File: src/rtl/mem_arbiter.sv
// Main-memory port arbiter: dcache has priority, icache MSHR gets a
// reserved cycle after STARVE_LIMIT back-to-back dcache grants. Returned
// transaction tags and data tags are steered to whichever side owns them.

package mem_arbiter_pkg;
    localparam int unsigned ADDR_W  = 32;
    localparam int unsigned BLOCK_W = 64;
    localparam int unsigned TAG_W   = 4;
    localparam int unsigned TAGS    = 16;

    typedef enum logic [1:0] {
        MEM_NONE  = 2'd0,
        MEM_LOAD  = 2'd1,
        MEM_STORE = 2'd2
    } mem_command_e;

    typedef logic [ADDR_W-1:0]  addr_t;
    typedef logic [BLOCK_W-1:0] mem_block_t;
    typedef logic [TAG_W-1:0]   mem_tag_t;
endpackage

module mem_arbiter
    import mem_arbiter_pkg::*;
#(
    parameter int unsigned STARVE_LIMIT = 8
) (
    input  logic         clock,
    input  logic         reset,
    input  mem_command_e dcache_command,
    input  addr_t        dcache_addr,
    input  mem_block_t   dcache_data,
    input  mem_command_e icache_command,
    input  addr_t        icache_addr,
    input  mem_tag_t     mem2proc_transaction_tag,
    input  mem_block_t   mem2proc_data,
    input  mem_tag_t     mem2proc_data_tag,
    output mem_command_e proc2mem_command,
    output addr_t        proc2mem_addr,
    output mem_block_t   proc2mem_data,
    output logic         dcache_request,
    output logic         dcache_grant,
    output mem_tag_t     Dmem2proc_transaction_tag,
    output mem_block_t   Dmem2proc_data,
    output mem_tag_t     Dmem2proc_data_tag,
    output mem_tag_t     Imem2proc_transaction_tag,
    output mem_block_t   Imem2proc_data,
    output mem_tag_t     Imem2proc_data_tag
);

    localparam int unsigned CNT_W = 8;

    typedef enum logic [1:0] {
        GRANT_NONE      = 2'd0,
        GRANT_DCACHE_LD = 2'd1,
        GRANT_DCACHE_ST = 2'd2,
        GRANT_ICACHE    = 2'd3
    } grant_e;

    logic [CNT_W-1:0] starve_cnt_q, starve_cnt_d;
    grant_e           last_grant_q, last_grant_d;
    logic [TAGS-1:0]  valid_q, valid_d;
    logic [TAGS-1:0]  owner_icache_q, owner_icache_d;

    logic reserve_c;
    logic dgrant_c;
    logic igrant_c;

    // Grant decision, memory drive, tag steering and next-state computation
    always_comb begin
        starve_cnt_d              = starve_cnt_q;
        last_grant_d              = last_grant_q;
        valid_d                   = valid_q;
        owner_icache_d            = owner_icache_q;
        proc2mem_command          = MEM_NONE;
        proc2mem_addr             = '0;
        proc2mem_data             = '0;
        Dmem2proc_transaction_tag = '0;
        Imem2proc_transaction_tag = '0;
        Dmem2proc_data_tag        = '0;
        Imem2proc_data_tag        = '0;
        Dmem2proc_data            = mem2proc_data;
        Imem2proc_data            = mem2proc_data;

        // Reset overrides every input so nothing leaks out in the reset cycle.
        reserve_c = (starve_cnt_q == CNT_W'(STARVE_LIMIT));
        dgrant_c  = !reset && (dcache_command != MEM_NONE) && !reserve_c;
        igrant_c  = !reset && !dgrant_c && (icache_command != MEM_NONE);

        if (dgrant_c) begin
            proc2mem_command = dcache_command;
            proc2mem_addr    = dcache_addr;
            proc2mem_data    = dcache_data;
        end else if (igrant_c) begin
            proc2mem_command = icache_command;
            proc2mem_addr    = icache_addr;
        end

        if (reserve_c)     starve_cnt_d = '0;
        else if (dgrant_c) starve_cnt_d = starve_cnt_q + CNT_W'(1);
        else               starve_cnt_d = '0;

        if (dgrant_c)
            last_grant_d = (dcache_command == MEM_STORE) ? GRANT_DCACHE_ST : GRANT_DCACHE_LD;
        else if (igrant_c)
            last_grant_d = GRANT_ICACHE;
        else
            last_grant_d = GRANT_NONE;

        if (!reset) begin
            unique case (last_grant_q)
                GRANT_DCACHE_LD,
                GRANT_DCACHE_ST: Dmem2proc_transaction_tag = mem2proc_transaction_tag;
                GRANT_ICACHE:    Imem2proc_transaction_tag = mem2proc_transaction_tag;
                default:         ;
            endcase

            // Lookup uses the pre-update entry; the clear precedes allocation.
            if (mem2proc_data_tag != '0 && valid_q[mem2proc_data_tag]) begin
                if (owner_icache_q[mem2proc_data_tag]) Imem2proc_data_tag = mem2proc_data_tag;
                else                                   Dmem2proc_data_tag = mem2proc_data_tag;
                valid_d[mem2proc_data_tag] = 1'b0;
            end

            // Only loads are tracked; stores and rejected (tag 0) are not.
            if (mem2proc_transaction_tag != '0 &&
                (last_grant_q == GRANT_DCACHE_LD || last_grant_q == GRANT_ICACHE)) begin
                valid_d[mem2proc_transaction_tag]        = 1'b1;
                owner_icache_d[mem2proc_transaction_tag] = (last_grant_q == GRANT_ICACHE);
            end
        end

        dcache_grant   = dgrant_c;
        dcache_request = dgrant_c;
    end

    // State registers with synchronous active-high reset
    always_ff @(posedge clock) begin
        if (reset) begin
            starve_cnt_q   <= '0;
            last_grant_q   <= GRANT_NONE;
            valid_q        <= '0;
            owner_icache_q <= '0;
        end else begin
            starve_cnt_q   <= starve_cnt_d;
            last_grant_q   <= last_grant_d;
            valid_q        <= valid_d;
            owner_icache_q <= owner_icache_d;
        end
    end

endmodule

File: config.mk
export PLATFORM = sky130hd
export DESIGN_NAME = mem_arbiter
export DESIGN_NICKNAME = d
export VERILOG_FILES = /design/src/rtl/mem_arbiter.sv
export SDC_FILE = /design/constraint.sdc
export NUM_CORES = 1
export LEC_CHECK = 0
export ABC_AREA = 1
export BUFFER_PORTS_ARGS = -buffer_cell sky130_fd_sc_hd__buf_2
export CAP_MARGIN = 20
export CORE_AREA = 2 2 176 178
export CTS_CLUSTER_SIZE = 16
export DETAILED_ROUTE_END_ITERATION = 8
export DIE_AREA = 0 0 178 180
export SYNTH_ARGS = -nofsm -noshare
export SYNTH_HDL_FRONTEND = slang
export SYNTH_SLANG_ARGS = --single-unit
export TNS_END_PERCENT = 50
File: constraint.sdc
create_clock -name clock -period 3.1 [get_ports clock]
set_clock_uncertainty 0.2 [all_clocks]
set_input_delay 0.62 -clock clock [delete_from_list [all_inputs] [get_ports clock]]
set_output_delay 0.62 -clock clock [all_outputs]
set_load 0.1 [all_outputs]
# Yosys cells after proc, flatten, opt, wreduce, memory -nomap -nowiden
# Index checks and enable logic that the tools add are counted.
dict set report totals {
  register_bits 42
  inputBits 206
  word_cells 66
}
dict set report classes {
  n_addsub 1
  n_lt_le_gt_ge 4
  eq_ne 5
  muxes 30
  bitwise 4
  reduce_logical 18
}
# cell count
set ops {}
lappend ops {{$mux W32} 2}
lappend ops {{$mux W64} 1}
lappend ops {{$mux W16} 3}
lappend ops {{$mux W4} 10}
lappend ops {{$and A16 B16 Y16} 1}
lappend ops {{$bwmux W16} 1}
lappend ops {{$not A16 Y16} 1}
lappend ops {{$or A16 B16 Y16} 1}
lappend ops {{$lt A4 B5 Y1 const B} 2}
lappend ops {{$mux W2} 5}
lappend ops {{$add A8 B1 Y8 const B} 1}
lappend ops {{$bmux W1 S4} 2}
lappend ops {{$demux W1 S4} 2}
lappend ops {{$eq A8 B4 Y1 const B} 1}
lappend ops {{$ge A4 B1 Y1 const B} 2}
lappend ops {{$logic_and A1 B1 Y1} 8}
lappend ops {{$reduce_bool A4 Y1} 2}
lappend ops {{$eq A2 B2 Y1 const B} 3}
lappend ops {{$mux W1} 4}
lappend ops {{$reduce_bool A2 Y1} 2}
lappend ops {{$logic_not A1 Y1} 3}
lappend ops {{$reduce_or A3 Y1} 1}
lappend ops {{$eq A2 B1 Y1 const B} 1}
lappend ops {{$reduce_or A2 Y1} 1}
lappend ops {{2 further kinds} 2}

# Depth between registers and ports, before layout
# Gate-level depths: netlist (run 1).
dict set report logic_depth {
  depth_word 10
  ltp_mapped 10
  depth_no_buf 10
}

# Least setup slack after synthesis (run 1)
# No wires, ideal clock.
dict set report synth_timing {
  path_kind {input-to-output}
  from {input reset}
  to {output proc2mem_addr[0]}
  t_arrival_ps 3278
  required_ps 2280
  setup_slack_ps -998
  stages 5
  cell_sequence {clkbuf_1 nor2_1 nand2_2 nand3_4 o21ai_0}
}
dict set report synth_between {
  elab_chain_cells 8
}
# element line_no
set synth_rtl {}
lappend synth_rtl {{start: declaration} 28} ;# input logic reset,
lappend synth_rtl {{$logic_not A1 Y1 *} n/a}
lappend synth_rtl {{$logic_and A1 B1 Y1 (2 in a row)} 86} ;# dgrant_c = !reset && (dcache_command != MEM_NONE) && !reserve_c;
lappend synth_rtl {{$logic_not A1 Y1} 87} ;# igrant_c = !reset && !dgrant_c && (icache_command != MEM_NONE);
lappend synth_rtl {{$logic_and A1 B1 Y1 (2 in a row)} 87}
lappend synth_rtl {{$mux W32} 93} ;# end else if (igrant_c) begin
lappend synth_rtl {{$mux W32 *} 89} ;# if (dgrant_c) begin
lappend synth_rtl {{end: declaration} 38} ;# output addr_t proc2mem_addr,
# Every way passes the cells marked *; elsewhere a longest branch is shown, timed or not.

# Final worst setup path (run 1)
dict set report layout_timing {
  from {register starve_cnt_q[0]}
  to {output proc2mem_addr[4]}
}
dict set report layout_between {
  elab_chain_cells 8
}
# element line_no
set layout_rtl {}
lappend layout_rtl {{start: declaration} 59} ;# logic [CNT_W-1:0] starve_cnt_q, starve_cnt_d;
lappend layout_rtl {{start signal: assignment} 144} ;# starve_cnt_q <= starve_cnt_d;
lappend layout_rtl {{$eq A8 B4 Y1 *} 85} ;# reserve_c = (starve_cnt_q == CNT_W'(STARVE_LIMIT));
lappend layout_rtl {{$logic_not A1 Y1 *} 86}
lappend layout_rtl {{$logic_and A1 B1 Y1 *} 86}
lappend layout_rtl {{$logic_not A1 Y1} 87}
lappend layout_rtl {{$logic_and A1 B1 Y1 (2 in a row)} 87}
lappend layout_rtl {{$mux W32} 93}
lappend layout_rtl {{$mux W32 *} 89}
# Marked as above.

==> impl_metrics.csv, run 1 <==
group,metric,value,unit
pwr,power,2.59,mW
final_layout,layout-drive-gt1-share,41.6,%
final_layout,diodes,0,
final_layout,stdcell_count,1234,
global_routing,antenna_found_initial,3,
floorplan,fp.dieW,178,um
place,place.gp.congestion,0.898,
clock_network,cts_root_buf,"clkbuf_16",
critical_path,slowest_stage,"buf_4",
place,port-buffer-count,257,
synth,yosysSeqAreaShare,19.9,%
critical_path,worstPathMaxFanout,32,
worst_hold_path,hold_depth,2,
critical_path,crit_path_end_kind,"output port",
floorplan,die_y,180,um
global_routing,grt_use_total,15.4,%
clock_network,cts_buffers,5,
worst_hold_path,hp-start,"owner_icache_q[0]",
final_layout,layout_common_cells,"nand2_1 (146), buf_2 (145), inv_1 (131)",
clock_network,postCtsSetupBuffers,0,
worst_hold_path,min_path_type,"flop to flop",
status,outcome,"complete, no violations",
critical_path,crit_chain,"inv_1 -> ha_1 -> nand4_2 -> nand2_2 -> nand3_4 -> buf_4 -> o21ai_2 -> buf_12",
critical_path,cpPeakStageDelay,0.45,ns
global_routing,overflow,0,
timing,tightest_slew,0.526,ns
global_routing,grt_pass1_wl,34400,um
synth,ys_ff_latch,42,
drt,vias_per_cell,3.76,
synth,yosysUniqueCellTypes,26,
place,dp.cells,1226,
synth,ys_warn_count,0,
clock_network,path_clk_slew,0.07,ns
timing,max_slew_margin,64.9,%
floorplan,rows,64,
clock_network,ctsResizeCount,0,
critical_path,rr_endpoint,"owner_icache_q[3]",
critical_path,path_class,"flop to output port",
global_routing,grt_pass1_vias,4571,
final_layout,fillers,3372,
floorplan,die_area,0.0320,sq mm
place,hpwlAfterDp,23000,um
final_layout,mostFrequentLayoutCell,"nand2_1",
timing,period_needed,2.99,ns
drt,routed_wl,25600,um
timing,finalHoldViolations,0,
floorplan,start_util,14.0,%
critical_path,r2r-start,"last_grant_q[0]",
pwr,peakVddDrop,0.000192,V
floorplan,core,0.0302,sq mm
synth,avgSynthCellArea,5.91,sq um
timing,achievable-frequency,334,MHz
critical_path,r2r_setup_slack,1.24,ns
drt,drt_iter0_drc,308,
synth,syn_area,0.00423,sq mm
global_routing,grt_start_max_net_pins,47,
pwr,p_leak,3.39,nW
clock_network,cts_tree,"built",
timing,final.setup.tns,0,ns
drt,first_pass_iters,4,
clock_network,worstSkewPairLatency,0.29,ns
final_layout,area_growth,64.3,%
clock_network,holdBufCountCts,0,
critical_path,worst_r2r_path_depth,7,
timing,rsz0062_at_grt,"no",
synth,synthesis.nets,926,
drt,ant_nets,0,
clock_network,clockBufferDepth,2,
drt,detail_route.wl_per_cell,20.7,um
timing,finalSetupViolCount,0,
worst_hold_path,holdPathEnd,"owner_icache_q[0]",
drt,route.detailed.drc,0,
pwr,p_per_area,373,mW/mm^2
critical_path,critPathLaunchType,"flop",
critical_path,cp.arrival,2.17,ns
synth,synth_cells,716,
timing,slew_violations,0,
timing,timing.final.crit_share,96.6,%
floorplan,io-pin-count,450,
final_layout,final_nets,1047,
flow_run,maxCapViolations,0,
clock_network,cts.sinks,42,
drt,vias,4643,
critical_path,required,2.28,ns
clock_network,ctsHtreeMaxLevel,2,
## per-layer routing
metal  part of all wire, %  GRT usage (%)  vias to the layer above
li1                      -              -                     2231
met1                    45           21.8                     2066
met2                    35           18.2                      302
met3                    19           10.8                       42
met4                   1.8           3.25                        2
met5                  0.11          0.463                        -
## cell usage after synthesis (all sizes together)
master  instances  area share, %
a21oi          32            3.8
buf           147             26
clkbuf          5           0.44
dfxtp          42             20
ha              4            1.2
inv           135             12
nand2         151             14
nand3          19            2.5
nand4           3           0.59
nor2          112             10
nor3            8            1.2
o21ai          51            6.7
o31ai           2           0.35
or2             2           0.30
xor2            3           0.62
## area by class of cell
cell class                 count  area [sq um]  share of cell area [%]
tap                          396           495                    7.13
sequential                    42           841                    12.1
clock buffer                   5           125                    1.80
multi-input combinational    387          1900                    27.3
timing repair buffer         266          3060                    44.0
clock inverter                 3          26.3                   0.378
inverter                     135           507                    7.29
## worst max path at each step
stage | from | end | slack (ns) | depth (start not counted)
3_3_place_gp | mem2proc_data_tag[0] | Dmem2proc_data_tag[1] | 0.17 | 12
6_report | starve_cnt_q[0] | proc2mem_addr[4] | 0.11 | 8
4_1_cts | starve_cnt_q[0] | proc2mem_addr[4] | 0.14 | 8
3_5_place_dp | mem2proc_data_tag[0] | Dmem2proc_data_tag[2] | 0.20 | 12
5_1_grt | starve_cnt_q[0] | proc2mem_addr[0] | 0.008 | 8
2_1_floorplan | reset | Dmem2proc_transaction_tag[0] | -0.81 | 3
## worst max-delay path, delay by kind of cell, from the launching register on
kind            cells  cell delay (ns)
simple gates        3             0.33
flops               1             0.38
fa+ha+maj           1             0.21
buf+inv             3             0.73
compound gates      1             0.21
## flip-flops by register name, summed over array words and instances (netlist names)
signal          cells
starve_cnt_q        8
last_grant_q        2
valid_q            16
owner_icache_q     16
## cell families (layout without fill, tap and decap cells)
group / after synthesis / count (layout) / synth area share, %
xor gates and xnor gates: 3 / 3 / 0.621
adders and majority gates: 4 / 4 / 1.18
DFF: 42 / 42 / 19.9
AOI/OAI and AO/OA: 85 / 85 / 10.9
and+or+nand+nor: 295 / 295 / 28.7
buffers and inverters: 287 / 409 / 38.8
## report_power, final
part | switching [mW] | total, mW | leakage, nW | internal, mW
Combinational | 1.02 | 1.48 | 2.97 | 0.456
Sequential | 0.00763 | 0.558 | 0.340 | 0.550
Clock | 0.249 | 0.556 | 0.0752 | 0.308
## through the flow
step,setup WS (ns),utilization (%),hold WS (ns),cell area [sq um]
2_1_floorplan,-0.809,-,0.212,4380
3_3_place_gp,0.173,22.5,0.228,6800
3_5_place_dp,0.203,22.5,0.231,6800
4_1_cts,0.136,23.0,0.242,6950
5_1_grt,0.00846,23.0,0.276,6950
6_report,0.106,23.0,0.236,6950
No activity file was read; power rests on OpenSTA's default activity.
==> run 2: changes to the inputs <==
--- a/config.mk
+++ b/config.mk
@@ -8,10 +8,14 @@
 export ABC_AREA = 1
 export BUFFER_PORTS_ARGS = -buffer_cell sky130_fd_sc_hd__buf_2
 export CAP_MARGIN = 20
-export CORE_AREA = 2 2 176 178
+export CELL_PAD_IN_SITES_DETAIL_PLACEMENT = 0
+export CELL_PAD_IN_SITES_GLOBAL_PLACEMENT = 1
+export CORE_AREA = 2 2 175 177
 export CTS_CLUSTER_SIZE = 16
 export DETAILED_ROUTE_END_ITERATION = 8
-export DIE_AREA = 0 0 178 180
+export DIE_AREA = 0 0 177 179
+export PLACE_DENSITY_LB_ADDON = 0.1
+export REMOVE_ABC_BUFFERS = 1
 export SYNTH_ARGS = -nofsm -noshare
 export SYNTH_HDL_FRONTEND = slang
 export SYNTH_SLANG_ARGS = --single-unit
==> run 2 against run 1 <==
  * Hold slack worse by 0.0012 ns
  * Flip-flop and latch count is the same
  * Critical path depth did not move
  * Final area down 0.41%
  * Critical endpoint is now proc2mem_data[20]
  * Combinational power about the same
  * First-iteration DRC count decreased by 15%
  * Critical path type unchanged
  * Die area is 1.1% lower
  * Cell count is 0.97% higher
  * Global-route usage is 7.7 points higher
==> impl_metrics.csv, run 2 (same netlist as run 1, synthesis figures left out) <==
group,metric,value,unit
clock_network,path_clk_slew,0.07,ns
global_routing,met2_usage,30.8,%
clock_network,clockBufferDepth,2,
timing,rsz0062_at_grt,"yes",
critical_path,worstSetupStartpoint,"starve_cnt_q[0]",
final_layout,multi_input_area,0.00178,sq mm
timing,final.setup.tns,0,ns
timing,finalSetupViolCount,0,
clock_network,worstSkewPairLatency,0.29,ns
status,outcome,"complete, no violations",
critical_path,critPathTopFamily,"buffers and inverters",
floorplan,io-pin-count,450,
clock_network,holdBufCountCts,0,
critical_path,crit_path_end_kind,"output port",
drt,routed_wl,37100,um
critical_path,crit_chain,"inv_1 -> ha_1 -> nand4_2 -> nand2_2 -> buf_6 -> buf_12 -> nor2_1 -> buf_12",
timing,slew_violations,0,
drt,ant_nets,0,
final_layout,layout_common_cells,"nand2_1 (146), buf_2 (146), inv_1 (131)",
global_routing,grt_use_met3,24.9,%
worst_hold_path,min_path_type,"flop to flop",
clock_network,cts_buffers,5,
timing,achievable-frequency,335,MHz
pwr,peakVddDrop,0.000164,V
critical_path,r2r-start,"last_grant_q[0]",
global_routing,grt_util_met1,24.8,%
timing,max_slew_margin,62.9,%
timing,finalHoldViolations,0,
final_layout,layout-drive-gt1-share,37.2,%
final_layout,seqCellArea,842,sq um
pwr,power,2.72,mW
critical_path,slowest_stage,"nor2_1",
pwr,p_leak,3.41,nW
drt,route.detailed.drc,0,
critical_path,worstPathMaxFanout,39,
final_layout,area_growth,63.6,%
final_layout,final_nets,1054,
drt,drt_iter0_drc,263,
global_routing,grt_start_max_net_pins,40,
timing,timing.final.crit_share,96.4,%
place,placed_cell_area,0.00665,sq mm
flow_run,maxCapViolations,0,
global_routing,grt_pass1_vias,5083,
floorplan,die_area,0.0317,sq mm
global_routing,grt_use_total,23.1,%
drt,detail_route.wl_per_cell,29.8,um
critical_path,crit_path_frequent_cell,"buf_12",
critical_path,cp.arrival,2.17,ns
critical_path,cpPeakStageDelay,0.38,ns
floorplan,core,0.0300,sq mm
clock_network,cts.sinks,42,
worst_hold_path,hp-start,"starve_cnt_q[0]",
floorplan,die_y,179,um
place,port-buffer-count,257,
clock_network,ctsHtreeMaxLevel,2,
timing,period_needed,2.99,ns
final_layout,fillers,3442,
floorplan,start_util,14.1,%
pwr,p_per_area,392,mW/mm^2
global_routing,top_usage_layer,"met2",
clock_network,cts_root_buf,"clkbuf_16",
critical_path,critPathLaunchType,"flop",
place,hpwlAfterDp,33000,um
clock_network,cts_tree,"built",
final_layout,reg_top3,"owner_icache_q x16, valid_q x16, starve_cnt_q x8",
global_routing,overflow,0,
place,place.gp.congestion,0.826,
critical_path,cp_num_buf_inv,4,
drt,first_pass_iters,7,
timing,tightest_slew,0.554,ns
final_layout,stdcell_area,0.00692,sq mm
global_routing,antenna_found_initial,12,
critical_path,path_class,"flop to output port",
floorplan,rows,64,
drt,vias_per_cell,3.96,
drt,vias,4940,
global_routing,grt_pass1_wl,48500,um
floorplan,fp.dieW,177,um
critical_path,required,2.28,ns
[run 2: layer usage]
| metal | wire length [um] | up-vias |
|---|---|---|
| li1 | - | 2261 |
| met1 | 14200 | 2121 |
| met2 | 13800 | 516 |
| met3 | 8410 | 26 |
| met4 | 344 | 16 |
| met5 | 328 | - |
[run 2: final cells by class]
class | instances | area share [%]
repair buffers | 272 | 44.7
multi-input cells | 388 | 25.7
flip-flops and latches | 42 | 12.2
inverters | 135 | 7.36
well taps | 396 | 7.16
clock buffers | 5 | 1.81
clock inverters | 3 | 0.994
diodes | 5 | 0.181
[run 2: report_power, final]
| group | leakage (nW) | internal, mW | switching (mW) |
|---|---|---|---|
| logic | 2.98 | 0.452 | 1.01 |
| clock network | 0.0940 | 0.463 | 0.237 |
| registers | 0.340 | 0.551 | 0.00678 |
| total | 3.41 | 1.47 | 1.25 |
[run 2: final timing paths]
| kind | end | slack [ns] | cells past startpoint |
|---|---|---|---|
| setup / recovery | proc2mem_data[20] | 0.11 | 8 |
| hold reg to reg | starve_cnt_q[0] | 0.24 | 1 |
| hold / removal | starve_cnt_q[0] | 0.24 | 1 |
| setup reg to reg | owner_icache_q[3] | 1.19 | 7 |
[run 2: per-stage QoR]
stage                     util [%]  hold slack [ns]  setup slack [ns]  instances
final                         23.1            0.235             0.113       1246
after detailed placement      22.1            0.240            0.0872       1231
after global placement        22.1            0.231             0.133       1231
after CTS                     22.8            0.251            0.0491       1239
after floorplan                  -            0.211             -1.92        564
after global routing          23.0            0.252           -0.0121       1241
[run 2: timing repair]
action / 4_1_cts / 5_1_grt
resized for setup: 0 / 13
setup buffers: 0 / 0
setup endpoints to repair: 0 / 37
==> run 3: changes to the inputs <==
--- a/config.mk
+++ b/config.mk
@@ -15,7 +15,6 @@
 export DETAILED_ROUTE_END_ITERATION = 8
 export DIE_AREA = 0 0 177 179
 export PLACE_DENSITY_LB_ADDON = 0.1
-export REMOVE_ABC_BUFFERS = 1
 export SYNTH_ARGS = -nofsm -noshare
 export SYNTH_HDL_FRONTEND = slang
 export SYNTH_SLANG_ARGS = --single-unit
==> run 3 against run 2 <==
  * Combinational power is 5% lower
  * Routed wire length is 54% lower
  * First-iteration DRC count is 48% lower
  * Critical path depth is 1 lower
  * Final area is 1.8% lower
  * Global-route usage is 13 points lower
  * Power is 9.6% lower
  * Non-clock buffer count is 2 lower
  * Flip-flop and latch count stayed put
  * Sequential power hardly changed
  * Sequential share of layout area is 0.21 points higher
  * Hold slack better by 0.028 ns
==> impl_metrics.csv, run 3 (same netlist as run 1, synthesis figures left out) <==
group,metric,value,unit
pwr,p_leak,3.36,nW
global_routing,grt_start_max_net_pins,72,
clock_network,cts_root_buf,"clkbuf_16",
clock_network,clockBufferDepth,2,
critical_path,worstPathMaxFanout,16,
critical_path,r2r-start,"last_grant_q[0]",
final_layout,final_nets,1051,
critical_path,cp_num_buf_inv,2,
floorplan,die_y,179,um
timing,rsz0062_at_grt,"no",
place,port-buffer-count,257,
place,dp.cells,1230,
place,place.gp.congestion,0.712,
final_layout,fillers,3448,
clock_network,ctsHtreeMaxLevel,2,
final_layout,diodes,0,
critical_path,required,2.28,ns
drt,routed_wl,17200,um
timing,timing.final.crit_share,92.9,%
pwr,power,2.45,mW
critical_path,worstSetupStartpoint,"starve_cnt_q[4]",
clock_network,worstSkewPairLatency,0.28,ns
timing,max_slew_margin,66.7,%
drt,highest_layer,"met4",
floorplan,rows,64,
drt,vias,4314,
floorplan,fp.dieW,177,um
critical_path,crit_chain,"nor3_2 -> nand4_2 -> nand2_4 -> nand3_4 -> buf_4 -> o21ai_2 -> buf_12",
critical_path,slowest_stage,"dfxtp_1",
timing,finalHoldViolations,0,
drt,ant_nets,0,
clock_network,postCtsSetupBuffers,0,
pwr,peakVddDrop,0.000172,V
drt,drt_iter0_drc,136,
timing,achievable-frequency,347,MHz
final_layout,area_growth,60.6,%
final_layout,reg_top3,"owner_icache_q x16, valid_q x16, starve_cnt_q x8",
flow_run,maxCapViolations,0,
final_layout,stdcell_count,1238,
clock_network,cts_buffers,5,
final_layout,mostFrequentLayoutCell,"buf_2",
timing,slew_violations,0,
critical_path,cp.arrival,2.06,ns
drt,route.detailed.drc,0,
clock_network,path_clk_slew,0.06,ns
worst_hold_path,min_path_type,"flop to flop",
global_routing,grt_pass1_wl,24700,um
drt,wl_met3,1150,um
worst_hold_path,hp-start,"owner_icache_q[3]",
clock_network,holdBufCountCts,0,
final_layout,layout-drive-gt1-share,41.8,%
place,hpwlAfterDp,14600,um
floorplan,core,0.0300,sq mm
timing,finalSetupViolCount,0,
timing,period_needed,2.88,ns
critical_path,critPathLaunchType,"flop",
floorplan,start_util,14.1,%
global_routing,grt_pass1_vias,4287,
critical_path,r2r_setup_slack,1.20,ns
pwr,p_per_area,361,mW/mm^2
floorplan,io-pin-count,450,
status,outcome,"complete, no violations",
clock_network,cts_tree,"built",
global_routing,overflow,0,
timing,tightest_slew,0.497,ns
global_routing,antenna_found_initial,0,
clock_network,cts.sinks,42,
drt,first_pass_iters,6,
drt,vias_per_cell,3.48,
critical_path,crit_path_end_kind,"output port",
critical_path,cpPeakStageDelay,0.36,ns
final_layout,layout_common_cells,"buf_2 (157), nand2_1 (146), inv_1 (131)",
critical_path,critPathTopFamily,"simple AND/OR/NAND/NOR gates",
drt,met2_length,9060,um
drt,m1WireLength,6610,um
global_routing,grt_use_total,9.97,%
drt,detail_route.wl_per_cell,13.9,um
floorplan,die_area,0.0317,sq mm
critical_path,path_class,"flop to output port",
==> run 3: timing repair <==
| action | 4_1_cts | 5_1_grt |
|---|---|---|
| resized for setup | 0 | 1 |
| hold endpoints to repair | 0 | 0 |
| setup endpoints to repair | 0 | 5 |
==> run 3: path summary, 6_finish.rpt <==
check / end / cells after the start
worst max-delay path: proc2mem_addr[27] / 7
worst min-delay path: owner_icache_q[3] / 2
worst max register to register: owner_icache_q[4] / 7
worst min register to register: owner_icache_q[3] / 2
==> run 3: worst reg2reg max path, cell delays in order (launching register included) <==
cell and delay, ns:
dfxtp_1 0.35, ha_1 0.17, buf_4 0.22, nor2_2 0.12
nor3_2 0.30, nand2_1 0.19, o21ai_0 0.18, a21oi_1 0.05
==> run 3: metal layers <==
metal  track usage [%]  vias to the layer above
met4              2.86                        0
met1              11.3                     1858
met2              18.5                      156
met5                 0                        -
li1                  -                     2247
met3              2.27                       53
==> run 3: power breakdown <==
part	leakage (nW)	switching [mW]	internal [mW]
Clock	0.0708	0.216	0.299
Combinational	2.95	0.944	0.438
Sequential	0.340	0.00721	0.551
==> run 3: layout make-up <==
type	count	area [sq um]	area share (%)
clock inverters	2	13.8	0.203
repair buffers	270	2910	42.8
well taps	396	495	7.29
inverters	135	507	7.46
multi-input cells	387	1900	28.0
clock buffers	6	129	1.90
flip-flops and latches	42	841	12.4
==> run 3: stage by stage <==
step	setup slack (ns)	hold slack [ns]	TNS [ns]	area [sq um]	util [%]
after floorplan	-0.809	0.212	-18.68	4380	-
after global placement	0.114	0.250	0	6650	22.2
after detailed placement	0.118	0.254	0	6650	22.2
after CTS	0.116	0.271	0	6790	22.6
after global routing	0.0245	0.287	0	6800	22.6
final	0.221	0.263	0	6800	22.6
